File: src/rtl/sdram_fill_sequencer_pkg.sv
// Shared definitions for the SDRAM line-fill sequencer.
//   fill_state_e : sequencer state (idle, request, collect, stream)
//   LINE_WORDS   : words per cache line / per burst
//   WORD_W       : data word width
//   IDX_W        : width of a word index within a line
package sdram_fill_sequencer_pkg;

    localparam int unsigned LINE_WORDS = 8;
    localparam int unsigned WORD_W     = 16;
    localparam int unsigned IDX_W      = 3;

    typedef enum logic [1:0] {
        StIdle,
        StReq,
        StCollect,
        StStream
    } fill_state_e;

endpackage

File: src/rtl/fill_line_buffer.sv
// Eight-entry line buffer for the fill sequencer.
//   clk, reset : clock, asynchronous active-high reset
//   clear      : drop all per-entry valid bits (start of a new line)
//   wr_en/wr_idx/wr_data : write port, sets the entry's valid bit
//   rd_en/rd_idx         : registered read request
//   rd_hit     : requested entry is valid now (or being written this cycle)
//   rd_data    : registered read data; holds its old value on a miss
module fill_line_buffer
    import sdram_fill_sequencer_pkg::*;
(
    input  logic              clk,
    input  logic              reset,
    input  logic              clear,
    input  logic              wr_en,
    input  logic [IDX_W-1:0]  wr_idx,
    input  logic [WORD_W-1:0] wr_data,
    input  logic              rd_en,
    input  logic [IDX_W-1:0]  rd_idx,
    output logic              rd_hit,
    output logic [WORD_W-1:0] rd_data
);

    logic [WORD_W-1:0]     mem_q [LINE_WORDS];
    logic [LINE_WORDS-1:0] vld_q;
    logic                  fwd;

    // A word arriving in the same cycle it is due is forwarded, not counted as missing.
    assign fwd    = wr_en && (wr_idx == rd_idx);
    assign rd_hit = vld_q[rd_idx] || fwd;

    always_ff @(posedge clk or posedge reset) begin
        if (reset) begin
            vld_q   <= '0;
            rd_data <= '0;
        end else begin
            if (clear) begin
                vld_q <= '0;
            end else if (wr_en) begin
                vld_q[wr_idx] <= 1'b1;
            end
            if (rd_en && rd_hit) begin
                rd_data <= fwd ? wr_data : mem_q[rd_idx];
            end
        end
    end

    // Storage needs no reset: valid bits gate every read.
    always_ff @(posedge clk) begin
        if (wr_en) begin
            mem_q[wr_idx] <= wr_data;
        end
    end

endmodule

File: src/rtl/sdram_fill_sequencer.sv
// Line-fill sequencer between the cache fill port and the SDRAM burst-read port.
// Latches a fill request, issues one 8-word critical-word-first burst, buffers the
// (possibly gappy) returned words and replays them as an unbroken 8-cycle stream.
//   clk, reset          : clock, asynchronous active-high reset
//   cache_req/cache_addr: fill request and word address of the missed word
//   cache_fill          : one-cycle pulse with the first (critical) word on cache_data
//   cache_data          : registered fill data stream
//   sdr_req/sdr_addr    : burst request, held until sdr_ack
//   sdr_ack             : controller accepted the burst
//   sdr_valid/sdr_data  : returned burst words in wrap order
//   busy                : request latched until last streamed word
//   underrun            : sticky, a due word had not arrived
//   timeout             : sticky, sdr_ack not seen within REQ_TIMEOUT cycles
module sdram_fill_sequencer
    import sdram_fill_sequencer_pkg::*;
#(
    parameter int unsigned ADDR_W      = 25,
    parameter int unsigned START_LEVEL = 8,
    parameter int unsigned REQ_TIMEOUT = 255
) (
    input  logic              clk,
    input  logic              reset,
    input  logic              cache_req,
    input  logic [ADDR_W-1:0] cache_addr,
    output logic              cache_fill,
    output logic [WORD_W-1:0] cache_data,
    output logic              sdr_req,
    output logic [ADDR_W-1:0] sdr_addr,
    input  logic              sdr_ack,
    input  logic              sdr_valid,
    input  logic [WORD_W-1:0] sdr_data,
    output logic              busy,
    output logic              underrun,
    output logic              timeout
);

    localparam int unsigned     TO_W      = (REQ_TIMEOUT > 1) ? $clog2(REQ_TIMEOUT + 1) : 1;
    // With REQ_TIMEOUT = 0 the counter max is 0, so it never advances and never flags.
    localparam logic [TO_W-1:0] TO_MAX    = TO_W'(REQ_TIMEOUT);
    localparam logic [TO_W-1:0] TO_LAST   = TO_W'(REQ_TIMEOUT - 1);
    localparam logic [3:0]      START_CNT = 4'(START_LEVEL);

    fill_state_e       state_q, state_d;
    logic [ADDR_W-1:0] addr_q, addr_d;
    logic              sdr_req_q, sdr_req_d;
    logic              busy_q, busy_d;
    logic              fill_q, fill_d;
    logic              underrun_q, underrun_d;
    logic              timeout_q, timeout_d;
    logic [IDX_W-1:0]  wr_cnt_q, wr_cnt_d;
    logic              wr_done_q, wr_done_d;
    logic [3:0]        rd_cnt_q, rd_cnt_d;
    logic [TO_W-1:0]   to_cnt_q, to_cnt_d;

    logic              wr_accept;
    logic [3:0]        fill_count;
    logic              stream_start;
    logic              stream_step;
    logic              stream_end;
    logic              start_req;
    logic              rd_en;
    logic [IDX_W-1:0]  rd_idx;
    logic              rd_hit;

    // Words count from the ack cycle on; anything past the eighth, or while idle, is dropped.
    assign wr_accept = sdr_valid && !wr_done_q &&
                       ((state_q == StReq && sdr_ack) ||
                        state_q == StCollect || state_q == StStream);
    assign fill_count = {wr_done_q, wr_cnt_q} + 4'(wr_accept);

    // Start decision includes this cycle's word so the fill follows the last word directly.
    assign stream_start = (state_q == StCollect) && (fill_count >= START_CNT);
    assign stream_step  = (state_q == StStream) && !rd_cnt_q[3];
    assign stream_end   = (state_q == StStream) && rd_cnt_q[3];
    assign start_req    = cache_req && ((state_q == StIdle) || stream_end);

    assign rd_en  = stream_start || stream_step;
    assign rd_idx = stream_step ? rd_cnt_q[IDX_W-1:0] : '0;

    fill_line_buffer u_line_buffer (
        .clk     (clk),
        .reset   (reset),
        .clear   (start_req),
        .wr_en   (wr_accept),
        .wr_idx  (wr_cnt_q),
        .wr_data (sdr_data),
        .rd_en   (rd_en),
        .rd_idx  (rd_idx),
        .rd_hit  (rd_hit),
        .rd_data (cache_data)
    );

    always_comb begin
        state_d    = state_q;
        addr_d     = addr_q;
        sdr_req_d  = sdr_req_q;
        busy_d     = busy_q;
        fill_d     = 1'b0;
        underrun_d = underrun_q;
        timeout_d  = timeout_q;
        wr_cnt_d   = wr_cnt_q;
        wr_done_d  = wr_done_q;
        rd_cnt_d   = rd_cnt_q;
        to_cnt_d   = to_cnt_q;

        if (wr_accept) begin
            wr_done_d = fill_count[3];
            wr_cnt_d  = fill_count[IDX_W-1:0];
        end

        case (state_q)
            StReq: begin
                if (sdr_ack) begin
                    sdr_req_d = 1'b0;
                    state_d   = StCollect;
                end else if (to_cnt_q != TO_MAX) begin
                    to_cnt_d = to_cnt_q + TO_W'(1);
                    if (to_cnt_q == TO_LAST) begin
                        timeout_d = 1'b1;
                    end
                end
            end
            StCollect: begin
                if (stream_start) begin
                    state_d  = StStream;
                    fill_d   = 1'b1;
                    rd_cnt_d = 4'd1;
                end
            end
            StStream: begin
                if (stream_step) begin
                    rd_cnt_d = rd_cnt_q + 4'd1;
                end
                if (stream_end) begin
                    state_d = StIdle;
                    busy_d  = 1'b0;
                end
            end
            default: ;
        endcase

        // The cache consumes every cycle, so a missing word repeats the previous one.
        if (rd_en && !rd_hit) begin
            underrun_d = 1'b1;
        end

        // A held cache_req at the end of a stream chains straight into the next burst.
        if (start_req) begin
            state_d   = StReq;
            addr_d    = cache_addr;
            sdr_req_d = 1'b1;
            busy_d    = 1'b1;
            wr_cnt_d  = '0;
            wr_done_d = 1'b0;
            to_cnt_d  = '0;
        end
    end

    always_ff @(posedge clk or posedge reset) begin
        if (reset) begin
            state_q    <= StIdle;
            addr_q     <= '0;
            sdr_req_q  <= 1'b0;
            busy_q     <= 1'b0;
            fill_q     <= 1'b0;
            underrun_q <= 1'b0;
            timeout_q  <= 1'b0;
            wr_cnt_q   <= '0;
            wr_done_q  <= 1'b0;
            rd_cnt_q   <= '0;
            to_cnt_q   <= '0;
        end else begin
            state_q    <= state_d;
            addr_q     <= addr_d;
            sdr_req_q  <= sdr_req_d;
            busy_q     <= busy_d;
            fill_q     <= fill_d;
            underrun_q <= underrun_d;
            timeout_q  <= timeout_d;
            wr_cnt_q   <= wr_cnt_d;
            wr_done_q  <= wr_done_d;
            rd_cnt_q   <= rd_cnt_d;
            to_cnt_q   <= to_cnt_d;
        end
    end

    assign cache_fill = fill_q;
    assign sdr_req    = sdr_req_q;
    assign sdr_addr   = addr_q;
    assign busy       = busy_q;
    assign underrun   = underrun_q;
    assign timeout    = timeout_q;

endmodule

File: config.mk
export PLATFORM = sky130hd
export DESIGN_NAME = sdram_fill_sequencer
export DESIGN_NICKNAME = d
export VERILOG_FILES = /design/src/rtl/sdram_fill_sequencer_pkg.sv /design/src/rtl/fill_line_buffer.sv /design/src/rtl/sdram_fill_sequencer.sv
export SDC_FILE = /design/constraint.sdc
export NUM_CORES = 1
export LEC_CHECK = 0
export CORE_MARGIN = 5
export CORE_UTILIZATION = 40
export CTS_BUF_LIST = sky130_fd_sc_hd__clkbuf_16
export CTS_CLUSTER_DIAMETER = 200
export DETAILED_ROUTE_END_ITERATION = 10
export GPL_TIMING_DRIVEN = 0
export PLACE_DENSITY = 0.66
export SKIP_LAST_GASP = 1
export SYNTH_ARGS = -nofsm -noshare
export SYNTH_HDL_FRONTEND = slang
export SYNTH_SLANG_ARGS = --single-unit
File: constraint.sdc
create_clock -name clk -period 4.48 [get_ports clk]
set_clock_uncertainty 0.15 [all_clocks]
set_input_delay 0.896 -clock clk [delete_from_list [all_inputs] [get_ports clk]]
set_output_delay 0.896 -clock clk [all_outputs]
set_load 0.005 [all_outputs]
==> flow_summary.html, run 1 <==
<table>
<tr><th>Metric</th><th>Value</th></tr>
<tr><th colspan="2">Logic synthesis</th></tr>
<tr><td>Synth Area in Adders</td><td>0.7682%</td></tr>
<tr><td>Register bit count reported by yosys</td><td>200</td></tr>
<tr><td>Primary FF master, synth</td><td>edfxtp_1</td></tr>
<tr><td>Async set-or-reset flop fraction in the synthesized netlist</td><td>36.00%</td></tr>
<tr><td>Share of synthesized cell area in and, or, nand and nor gates</td><td>14.09%</td></tr>
<tr><td>Yosys top cell area share</td><td>47.20%</td></tr>
<tr><td>Share of synthesized area occupied by flip-flops and latches</td><td>69.32%</td></tr>
<tr><td>Unique masters post-synth</td><td>51</td></tr>
<tr><td>Cell type with the highest aggregate area in the netlist</td><td>edfxtp_1</td></tr>
<tr><td>Warnings, synthesis</td><td>0</td></tr>
<tr><td>Synthesized Nets</td><td>706</td></tr>
<tr><td>Syn Inst Count</td><td>655</td></tr>
<tr><td>Share of the synthesized area in compound gates (AO/OA/AOI/OAI)</td><td>9.786%</td></tr>
<tr><td>Post-synthesis share of cell area spent on xor and xnor gates</td><td>0.9679%</td></tr>
<tr><td>Proportion of synthesized area in mux cells</td><td>2.335%</td></tr>
<tr><td>Main combinational cell family by area after synthesis</td><td>simple AND/OR/NAND/NOR gates</td></tr>
<tr><td>Post-Syn Area</td><td>8144 um^2</td></tr>
<tr><td>Number of enable-type register cells in the synthesized netlist</td><td>128</td></tr>
<tr><td>Main area contributors after synthesis</td><td>edfxtp_1 (47%), dfrtp_1 (22%), nand2_1 (7.8%)</td></tr>
<tr><td>Post-Syn Area per Cell</td><td>12.43 um^2</td></tr>
<tr><th colspan="2">STA</th></tr>
<tr><td>Setup slack after layout</td><td>0.1626 ns</td></tr>
<tr><td>Shortest period the worst path allows</td><td>4.317 ns</td></tr>
<tr><td>Share of the cycle needed by the critical path after routing</td><td>96.37%</td></tr>
<tr><td># setup viols final</td><td>0</td></tr>
<tr><td>Worst Tran Pin Value</td><td>0.9022 ns</td></tr>
<tr><td>Count of pins over their slew limit</td><td>0</td></tr>
<tr><td>Number of hold-slack violations in the final timing report</td><td>0</td></tr>
<tr><td>RSZ-0062 raised after global routing</td><td>no</td></tr>
<tr><td>Achievable Freq</td><td>231.6 MHz</td></tr>
<tr><td>Worst relative slew slack</td><td>39.53%</td></tr>
<tr><th colspan="2">Critical path</th></tr>
<tr><td>Data required time of the critical path</td><td>4.65 ns</td></tr>
<tr><td>Worst flop-to-flop path startpoint</td><td>state_q[1]</td></tr>
<tr><td>Number of gates on the worst path with buffers counted</td><td>13</td></tr>
<tr><td>Worst EP arrival</td><td>4.48 ns</td></tr>
<tr><td>Critical-path top delay cell</td><td>clkdlybuf4s50_1</td></tr>
<tr><td>Path type of the worst setup path</td><td>primary input to flop</td></tr>
<tr><td>Worst setup startpoint</td><td>sdr_ack</td></tr>
<tr><td>Series of cell instances along the critical path</td><td>clkdlybuf4s50_1, a21oi_1, or3b_1, buf_2, inv_1, ha_1, nand3_1, xor2_1, nor3b_1, nor2_1, nor2_4, buf_6, mux2_2</td></tr>
<tr><td>Cell class contributing the biggest share of worst-path delay</td><td>simple AND/OR/NAND/NOR gates</td></tr>
<tr><td>Crit Path Max Fanout</td><td>10</td></tr>
<tr><td>Crit path capture</td><td>u_line_buffer.rd_data[1]</td></tr>
<tr><td>Capturing element type of the critical path</td><td>flop</td></tr>
<tr><td>Capturing point of the worst reg2reg path</td><td>u_line_buffer.rd_data[1]</td></tr>
<tr><td>CP bufs+invs</td><td>4</td></tr>
<tr><td>Internal reg-to-reg setup slack</td><td>0.80 ns</td></tr>
<tr><td>Worst Reg2Reg Path Length in Cells</td><td>13</td></tr>
<tr><td>Largest stage delay, worst path</td><td>0.59 ns</td></tr>
<tr><td>Critical path startpoint category</td><td>primary input</td></tr>
<tr><th colspan="2">Clocking</th></tr>
<tr><td>Number of clock sinks seen by CTS</td><td>200</td></tr>
<tr><td>Clock transition at the registers of the reported paths</td><td>0.07 ns</td></tr>
<tr><td>Post-CTS resize count</td><td>0</td></tr>
<tr><td>Hold buffer count at cts</td><td>0</td></tr>
<tr><td>Clock tree from TritonCTS</td><td>done</td></tr>
<tr><td>Worst skew pair latency</td><td>0.44 ns</td></tr>
<tr><td>Total clock buffers created by CTS</td><td>17</td></tr>
<tr><td>Largest buffer count on any clock path</td><td>2</td></tr>
<tr><td>Number of setup buffers added after CTS</td><td>0</td></tr>
<tr><td># H-tree levels</td><td>4</td></tr>
<tr><td>Clock Root Buffer</td><td>clkbuf_16</td></tr>
<tr><th colspan="2">Run status</th></tr>
<tr><td>Outcome</td><td>finished clean</td></tr>
<tr><th colspan="2">Floorplan</th></tr>
<tr><td>Chip width</td><td>152.7 um</td></tr>
<tr><td>Count of standard-cell rows</td><td>52</td></tr>
<tr><td>Die Height</td><td>152.7 um</td></tr>
<tr><td>Number of top-level design ports</td><td>92</td></tr>
<tr><td>Core area</td><td>20170 um^2</td></tr>
<tr><td>Die area</td><td>23310 um^2</td></tr>
<tr><td>Starting density of the core</td><td>40.38%</td></tr>
<tr><th colspan="2">Cells and area</th></tr>
<tr><td>Area growth from synthesis to layout</td><td>24.63%</td></tr>
<tr><td>Final std cells w/o fill</td><td>1058</td></tr>
<tr><td>Final core utilization</td><td>50.32%</td></tr>
<tr><td>Layout cell share with drive strength beyond 1</td><td>12.82%</td></tr>
<tr><td>Net total in the final layout</td><td>826</td></tr>
<tr><td>Diode insertion count for antenna repair</td><td>0</td></tr>
<tr><th colspan="2">Place</th></tr>
<tr><td>IO buf count</td><td>91</td></tr>
<tr><td>Placer Congestion</td><td>0.8077</td></tr>
<tr><td>Placement Setup Slack</td><td>-0.2805 ns</td></tr>
<tr><td>HPWL after detailed placement</td><td>12880 um</td></tr>
<tr><td>Number of instances in the placed design</td><td>1026</td></tr>
<tr><th colspan="2">Drt</th></tr>
<tr><td>Residual DRC</td><td>0</td></tr>
<tr><td>Antenna-violating nets left</td><td>0</td></tr>
<tr><td>First-pass DRT Iterations</td><td>5</td></tr>
<tr><td>DR iter-0 viols</td><td>346</td></tr>
<tr><td>Vias per Instance</td><td>5.188</td></tr>
<tr><td>Total routed wirelength</td><td>19020 um</td></tr>
<tr><td>WL/cell</td><td>17.97 um</td></tr>
<tr><td>Routed vias</td><td>5489</td></tr>
<tr><th colspan="2">Global route</th></tr>
<tr><td>Gr usage total</td><td>16.64%</td></tr>
<tr><td>Overflow left after global routing</td><td>0</td></tr>
<tr><td>Pin count of the biggest net entering global routing</td><td>60</td></tr>
<tr><td>Wire length of the first global-routing pass</td><td>30590 um</td></tr>
<tr><td>Vias in the first global route</td><td>5640</td></tr>
<tr><td>Number of antenna violations at the first check in global routing</td><td>0</td></tr>
<tr><th colspan="2">Pwr</th></tr>
<tr><td>Pwr dens</td><td>487.8 nW/um^2</td></tr>
<tr><td>Power, Total</td><td>4.951 mW</td></tr>
<tr><td>Leakage power</td><td>3.897 nW</td></tr>
<tr><td>Maximum vdd ir drop</td><td>0.0003651 V</td></tr>
<tr><th colspan="2">Run</th></tr>
<tr><td>Number of max-capacitance violations reported</td><td>0</td></tr>
<tr><th colspan="2">Min path</th></tr>
<tr><td>Worst Hold Class</td><td>flop to flop</td></tr>
<tr><td>Number of instances on the worst hold path</td><td>2</td></tr>
</table>
-- sequential cells by signal, indices dropped and copies added (netlist names) --
name                   cells
u_line_buffer.mem_q      128
sdr_addr                  25
u_line_buffer.rd_data     16
to_cnt_q                   8
u_line_buffer.vld_q        8
rd_cnt_q                   4
wr_cnt_q                   3
state_q                    2
busy                       1
cache_fill                 1
sdr_req                    1
timeout                    1
underrun                   1
wr_done_q                  1
-- cells in the final DEF, fill, tap and decap left out, types with 5 or more instances in the layout --
cell | synthesis | layout
a31o_2 | 17 | 17
clkbuf_1 | 21 | 21
clkbuf_16 | 0 | 17
nor2_1 | 28 | 25
mux2_1 | 6 | 6
inv_8 | 0 | 5
o21ai_0 | 24 | 24
a21oi_1 | 21 | 21
nand2_1 | 170 | 170
inv_1 | 6 | 6
mux2_2 | 10 | 10
xor2_1 | 5 | 5
buf_6 | 1 | 5
nand3_1 | 38 | 38
clkdlybuf4s50_1 | 0 | 91
edfxtp_1 | 128 | 128
o221ai_1 | 34 | 34
ha_1 | 5 | 5
buf_2 | 16 | 16
dfrtp_1 | 72 | 72
-- logic make-up after synthesis --
kind of cell	count (synthesis)
xor gates and xnor gates	9
muxes	17
and+or+nand+nor	264
AOI/OAI and AO/OA	110
DFF	200
adders and majority gates	5
buffers and inverters	50
-- metrics by stage --
| stage | setup TNS (ns) | cell area, um^2 | hold WS, ns |
|---|---|---|---|
| CTS | 0 | 10150 | 0.3293 |
| global route | 0 | 10150 | 0.3436 |
| finish | 0 | 10150 | 0.3248 |
| global placement | -59.64 | 9393 | 0.3073 |
| detailed placement | -3.117 | 9562 | 0.3114 |
| floorplan | 0 | 8144 | 0.2960 |
-- worst reg2reg max path: stages, from the launching register on --
cell	delay [ns]
dfrtp_1	0.32
buf_2	0.16
a21oi_1	0.09
or3b_1	0.35
buf_2	0.20
inv_1	0.16
ha_1	0.19
nand3_1	0.12
xor2_1	0.18
nor3b_1	0.48
nor2_1	0.24
nor2_4	0.35
buf_6	0.22
mux2_2	0.35
-- synth_stat cells (all sizes together) (2+ instances only) --
| cell | count |
|---|---|
| mux2 | 16 |
| inv | 6 |
| edfxtp | 128 |
| nand3 | 38 |
| dfrtp | 72 |
| nor4 | 2 |
| and3 | 3 |
| nand2 | 170 |
| o21a | 3 |
| a31o | 17 |
| and4b | 2 |
| xor2 | 5 |
| xnor2 | 4 |
| nand4 | 2 |
| nand4b | 2 |
| nor3 | 4 |
| a21oi | 21 |
| ha | 5 |
| nor3b | 2 |
| o21ai | 25 |
| o221ai | 34 |
| clkbuf | 21 |
| nor2 | 29 |
| a211oi | 3 |
| nand2b | 2 |
| buf | 22 |
-- per-layer routing --
metal	GRT usage, %	wire (um)	vias to the layer above
met5	0	0	-
met4	5.558	397	0
met3	4.715	1337	30
met2	27.19	9168	201
met1	21.50	8111	2641
li1	-	-	2617
-- cell type report --
type                    instances  area, um^2
flip-flops and latches        200        5645
multi-input cells             405        2310
clock inverters                15       162.7
plain buffers                  43       196.4
repair buffers                101        1044
inverters                       7       28.78
fillers                      1782       10020
clock buffers                  17       425.4
well taps                     270       337.8
-- worst min-delay path by stage --
stage,from,slack [ns],end
after global routing,sdr_addr[13],0.34,sdr_addr[13]
final,sdr_addr[8],0.32,sdr_addr[8]
after global placement,sdr_addr[4],0.31,sdr_addr[4]
after CTS,sdr_addr[8],0.33,sdr_addr[8]
after detailed placement,sdr_addr[8],0.31,sdr_addr[8]
after floorplan,to_cnt_q[7],0.30,to_cnt_q[7]
-- power breakdown --
group / total, mW / leakage, nW / internal (mW) / switching [mW]
clock: 1.53 / 0.292 / 0.793 / 0.736
combinational: 1.12 / 1.51 / 0.521 / 0.600
sequential: 2.30 / 2.09 / 2.20 / 0.101
Power figures use the tool's default switching activity.
==> inputs of run 2 (changes only) <==
--- a/config.mk
+++ b/config.mk
@@ -12,6 +12,7 @@
 export DETAILED_ROUTE_END_ITERATION = 10
 export GPL_TIMING_DRIVEN = 0
 export PLACE_DENSITY = 0.66
+export REMOVE_ABC_BUFFERS = 1
 export SKIP_LAST_GASP = 1
 export SYNTH_ARGS = -nofsm -noshare
 export SYNTH_HDL_FRONTEND = slang
==> run 2 against run 1 <==
Net effect:
- power decreased by 1.5%
- maximum frequency rose by 1.8%
- utilization decreased by 0.14 points
- via count grew 0.46%
- highest routed layer unchanged
- final area down 0.28%
- sequential share of layout area grew 0.16 points
- combinational power decreased by 4%
- clock power is 6% lower
- clock-buffer cell count is the same
- global-route usage down 0.097 points
==> flow_summary.html, run 2 (synthesized netlist as in run 1, its figures left out) <==
<table>
<tr><th>Metric</th><th>Value</th></tr>
<tr><th colspan="2">Cells and area</th></tr>
<tr><td>Register with the most flip-flops</td><td>u_line_buffer.mem_q</td></tr>
<tr><td># fillers</td><td>1744</td></tr>
<tr><td>Commonest cells after routing, fill and taps aside</td><td>nand2_1 (170), edfxtp_1 (128), clkdlybuf4s50_1 (91)</td></tr>
<tr><td>Layout cell share with drive strength beyond 1</td><td>12.17%</td></tr>
<tr><td>Final core utilization</td><td>50.18%</td></tr>
<tr><td>Final std cells w/o fill</td><td>1026</td></tr>
<tr><td>Net total in the final layout</td><td>795</td></tr>
<tr><td>Leading cell type in the layout, fill and taps excluded</td><td>nand2_1</td></tr>
<tr><td>Post-route design area</td><td>10120 um^2</td></tr>
<tr><td>Area growth from synthesis to layout</td><td>24.27%</td></tr>
<tr><td>Diode insertion count for antenna repair</td><td>0</td></tr>
<tr><td>Number of flip-flops under the largest register name</td><td>128</td></tr>
<tr><th colspan="2">Place</th></tr>
<tr><td>HPWL after detailed placement</td><td>12370 um</td></tr>
<tr><td>Number of instances in the placed design</td><td>993</td></tr>
<tr><td>IO buf count</td><td>91</td></tr>
<tr><td>Post-DP Area</td><td>9534 um^2</td></tr>
<tr><td>Placer Congestion</td><td>0.7554</td></tr>
<tr><td>Placement Setup Slack</td><td>-0.4471 ns</td></tr>
<tr><th colspan="2">STA</th></tr>
<tr><td># setup viols final</td><td>0</td></tr>
<tr><td>Hold WS</td><td>0.3234 ns</td></tr>
<tr><td>RSZ-0062 raised after global routing</td><td>no</td></tr>
<tr><td>Post-route setup TNS</td><td>0 ns</td></tr>
<tr><td>Shortest period the worst path allows</td><td>4.240 ns</td></tr>
<tr><td>Achievable Freq</td><td>235.8 MHz</td></tr>
<tr><td>Setup slack after layout</td><td>0.2400 ns</td></tr>
<tr><td>Share of the cycle needed by the critical path after routing</td><td>94.64%</td></tr>
<tr><td>Number of hold-slack violations in the final timing report</td><td>0</td></tr>
<tr><td>Count of pins over their slew limit</td><td>0</td></tr>
<tr><td>Worst Tran Pin Value</td><td>1.115 ns</td></tr>
<tr><td>Worst relative slew slack</td><td>25.20%</td></tr>
<tr><th colspan="2">Drt</th></tr>
<tr><td>WL/cell</td><td>18.89 um</td></tr>
<tr><td>DR iter-0 viols</td><td>408</td></tr>
<tr><td>First-pass DRT Iterations</td><td>5</td></tr>
<tr><td>Total routed wirelength</td><td>19380 um</td></tr>
<tr><td>Residual DRC</td><td>0</td></tr>
<tr><td>Antenna-violating nets left</td><td>0</td></tr>
<tr><td>Routed vias</td><td>5514</td></tr>
<tr><td>Vias per Instance</td><td>5.374</td></tr>
<tr><th colspan="2">Critical path</th></tr>
<tr><td>Data required time of the critical path</td><td>4.64 ns</td></tr>
<tr><td>Series of cell instances along the critical path</td><td>clkdlybuf4s50_1, a21oi_1, or3b_1, inv_1, ha_1, nand3_1, xor2_1, nor3b_1, nor2_1, nor2_4, buf_12, mux2_2</td></tr>
<tr><td>Worst EP arrival</td><td>4.40 ns</td></tr>
<tr><td>Internal reg-to-reg setup slack</td><td>0.39 ns</td></tr>
<tr><td>Largest stage delay, worst path</td><td>0.58 ns</td></tr>
<tr><td>Critical path startpoint category</td><td>primary input</td></tr>
<tr><td>Path type of the worst setup path</td><td>primary input to flop</td></tr>
<tr><td>Critical-path top delay cell</td><td>clkdlybuf4s50_1</td></tr>
<tr><td>Crit Path Max Fanout</td><td>11</td></tr>
<tr><td>Capturing element type of the critical path</td><td>flop</td></tr>
<tr><th colspan="2">Floorplan</th></tr>
<tr><td>Core area</td><td>20170 um^2</td></tr>
<tr><td>Number of top-level design ports</td><td>92</td></tr>
<tr><td>Starting density of the core</td><td>40.38%</td></tr>
<tr><td>Chip width</td><td>152.7 um</td></tr>
<tr><td>Die Height</td><td>152.7 um</td></tr>
<tr><td>Die area</td><td>23310 um^2</td></tr>
<tr><td>Count of standard-cell rows</td><td>52</td></tr>
<tr><th colspan="2">Clocking</th></tr>
<tr><td>Clock tree from TritonCTS</td><td>done</td></tr>
<tr><td>Worst skew pair latency</td><td>0.43 ns</td></tr>
<tr><td># H-tree levels</td><td>4</td></tr>
<tr><td>Largest buffer count on any clock path</td><td>2</td></tr>
<tr><td>Total clock buffers created by CTS</td><td>17</td></tr>
<tr><td>Hold buffer count at cts</td><td>0</td></tr>
<tr><td>Clock Root Buffer</td><td>clkbuf_16</td></tr>
<tr><td>Number of clock sinks seen by CTS</td><td>200</td></tr>
<tr><td>Clock transition at the registers of the reported paths</td><td>0.07 ns</td></tr>
<tr><th colspan="2">Pwr</th></tr>
<tr><td>Power, Total</td><td>4.875 mW</td></tr>
<tr><td>Pwr dens</td><td>481.7 nW/um^2</td></tr>
<tr><td>Leakage power</td><td>3.851 nW</td></tr>
<tr><td>Maximum vdd ir drop</td><td>0.0003554 V</td></tr>
<tr><th colspan="2">Global route</th></tr>
<tr><td>Wire length of the first global-routing pass</td><td>30550 um</td></tr>
<tr><td>Overflow left after global routing</td><td>0</td></tr>
<tr><td>Number of antenna violations at the first check in global routing</td><td>0</td></tr>
<tr><td>Vias in the first global route</td><td>5739</td></tr>
<tr><td>Pin count of the biggest net entering global routing</td><td>51</td></tr>
<tr><td>Gr usage total</td><td>16.54%</td></tr>
<tr><th colspan="2">Run</th></tr>
<tr><td>Number of max-capacitance violations reported</td><td>0</td></tr>
<tr><th colspan="2">Min path</th></tr>
<tr><td>Worst Hold Class</td><td>flop to flop</td></tr>
<tr><th colspan="2">Run status</th></tr>
<tr><td>Outcome</td><td>finished clean</td></tr>
</table>
run 2: changes by cell type in the layout (fill, tap and decap cells not counted), sizes merged:
cell | before | now
clkinv | 6 | 8
buf | 32 | 22
inv | 14 | 9
clkinvlp | 1 | 2
bufinv | 1 | 2
clkbuf | 38 | 17
run 2: repair_timing:
action,in CTS,in global routing
gates resized for setup,0,0
buffers inserted,2,0
endpoints found under the setup margin,16,0
endpoints found under the hold margin,0,0
run 2: layer usage:
| metal | routed length [um] | vias up | global-route usage (%) |
|---|---|---|---|
| li1 | - | 2552 | - |
| met1 | 8241 | 2756 | 20.51 |
| met2 | 9557 | 190 | 27.92 |
| met3 | 1363 | 16 | 5.226 |
| met4 | 218 | 0 | 4.922 |
| met5 | 0 | - | 0 |
run 2: final timing paths:
check,from,end,depth (start not counted)
setup / recovery,sdr_ack,u_line_buffer.rd_data[14],12
hold / removal,sdr_addr[17],sdr_addr[17],2
setup reg to reg,state_q[1],u_line_buffer.rd_data[14],9
hold reg to reg,sdr_addr[17],sdr_addr[17],2
max in group asynchronous,reset,rd_cnt_q[3],3
min in group asynchronous,reset,sdr_addr[16],2
run 2: worst max-delay path, delay by kind of cell:
| family | cells | cell delay [ns] |
|---|---|---|
| adders and majority gates | 1 | 0.21 |
| and+or+nand+nor | 5 | 1.64 |
| muxes | 1 | 0.34 |
| buffers and inverters | 3 | 0.96 |
| xor gates and xnor gates | 1 | 0.19 |
| AOI/OAI and AO/OA | 1 | 0.14 |
run 2: area by class of cell:
| class | count | area (um^2) | area share (%) |
|---|---|---|---|
| timing repair buffer | 113 | 1245 | 12.30 |
| tap | 270 | 337.8 | 3.338 |
| clock buffer | 17 | 425.4 | 4.203 |
| sequential | 200 | 5645 | 55.78 |
| multi-input combinational | 405 | 2318 | 22.91 |
| clock inverter | 14 | 120.1 | 1.187 |
| inverter | 7 | 28.78 | 0.2843 |
run 2: where the power goes:
| group | internal (mW) | leakage, nW | switching (mW) |
|---|---|---|---|
| Clock | 0.803 | 0.272 | 0.637 |
| Sequential | 2.20 | 2.09 | 0.157 |
| Combinational | 0.521 | 1.49 | 0.557 |
| Total | 3.52 | 3.85 | 1.35 |
==> inputs of run 3 (changes only) <==
--- a/config.mk
+++ b/config.mk
@@ -17,3 +17,4 @@
 export SYNTH_ARGS = -nofsm -noshare
 export SYNTH_HDL_FRONTEND = slang
 export SYNTH_SLANG_ARGS = --single-unit
+export TNS_END_PERCENT = 100
==> results of run 3 <==
Final layout, timing and power as in run 2 (identical DEF).
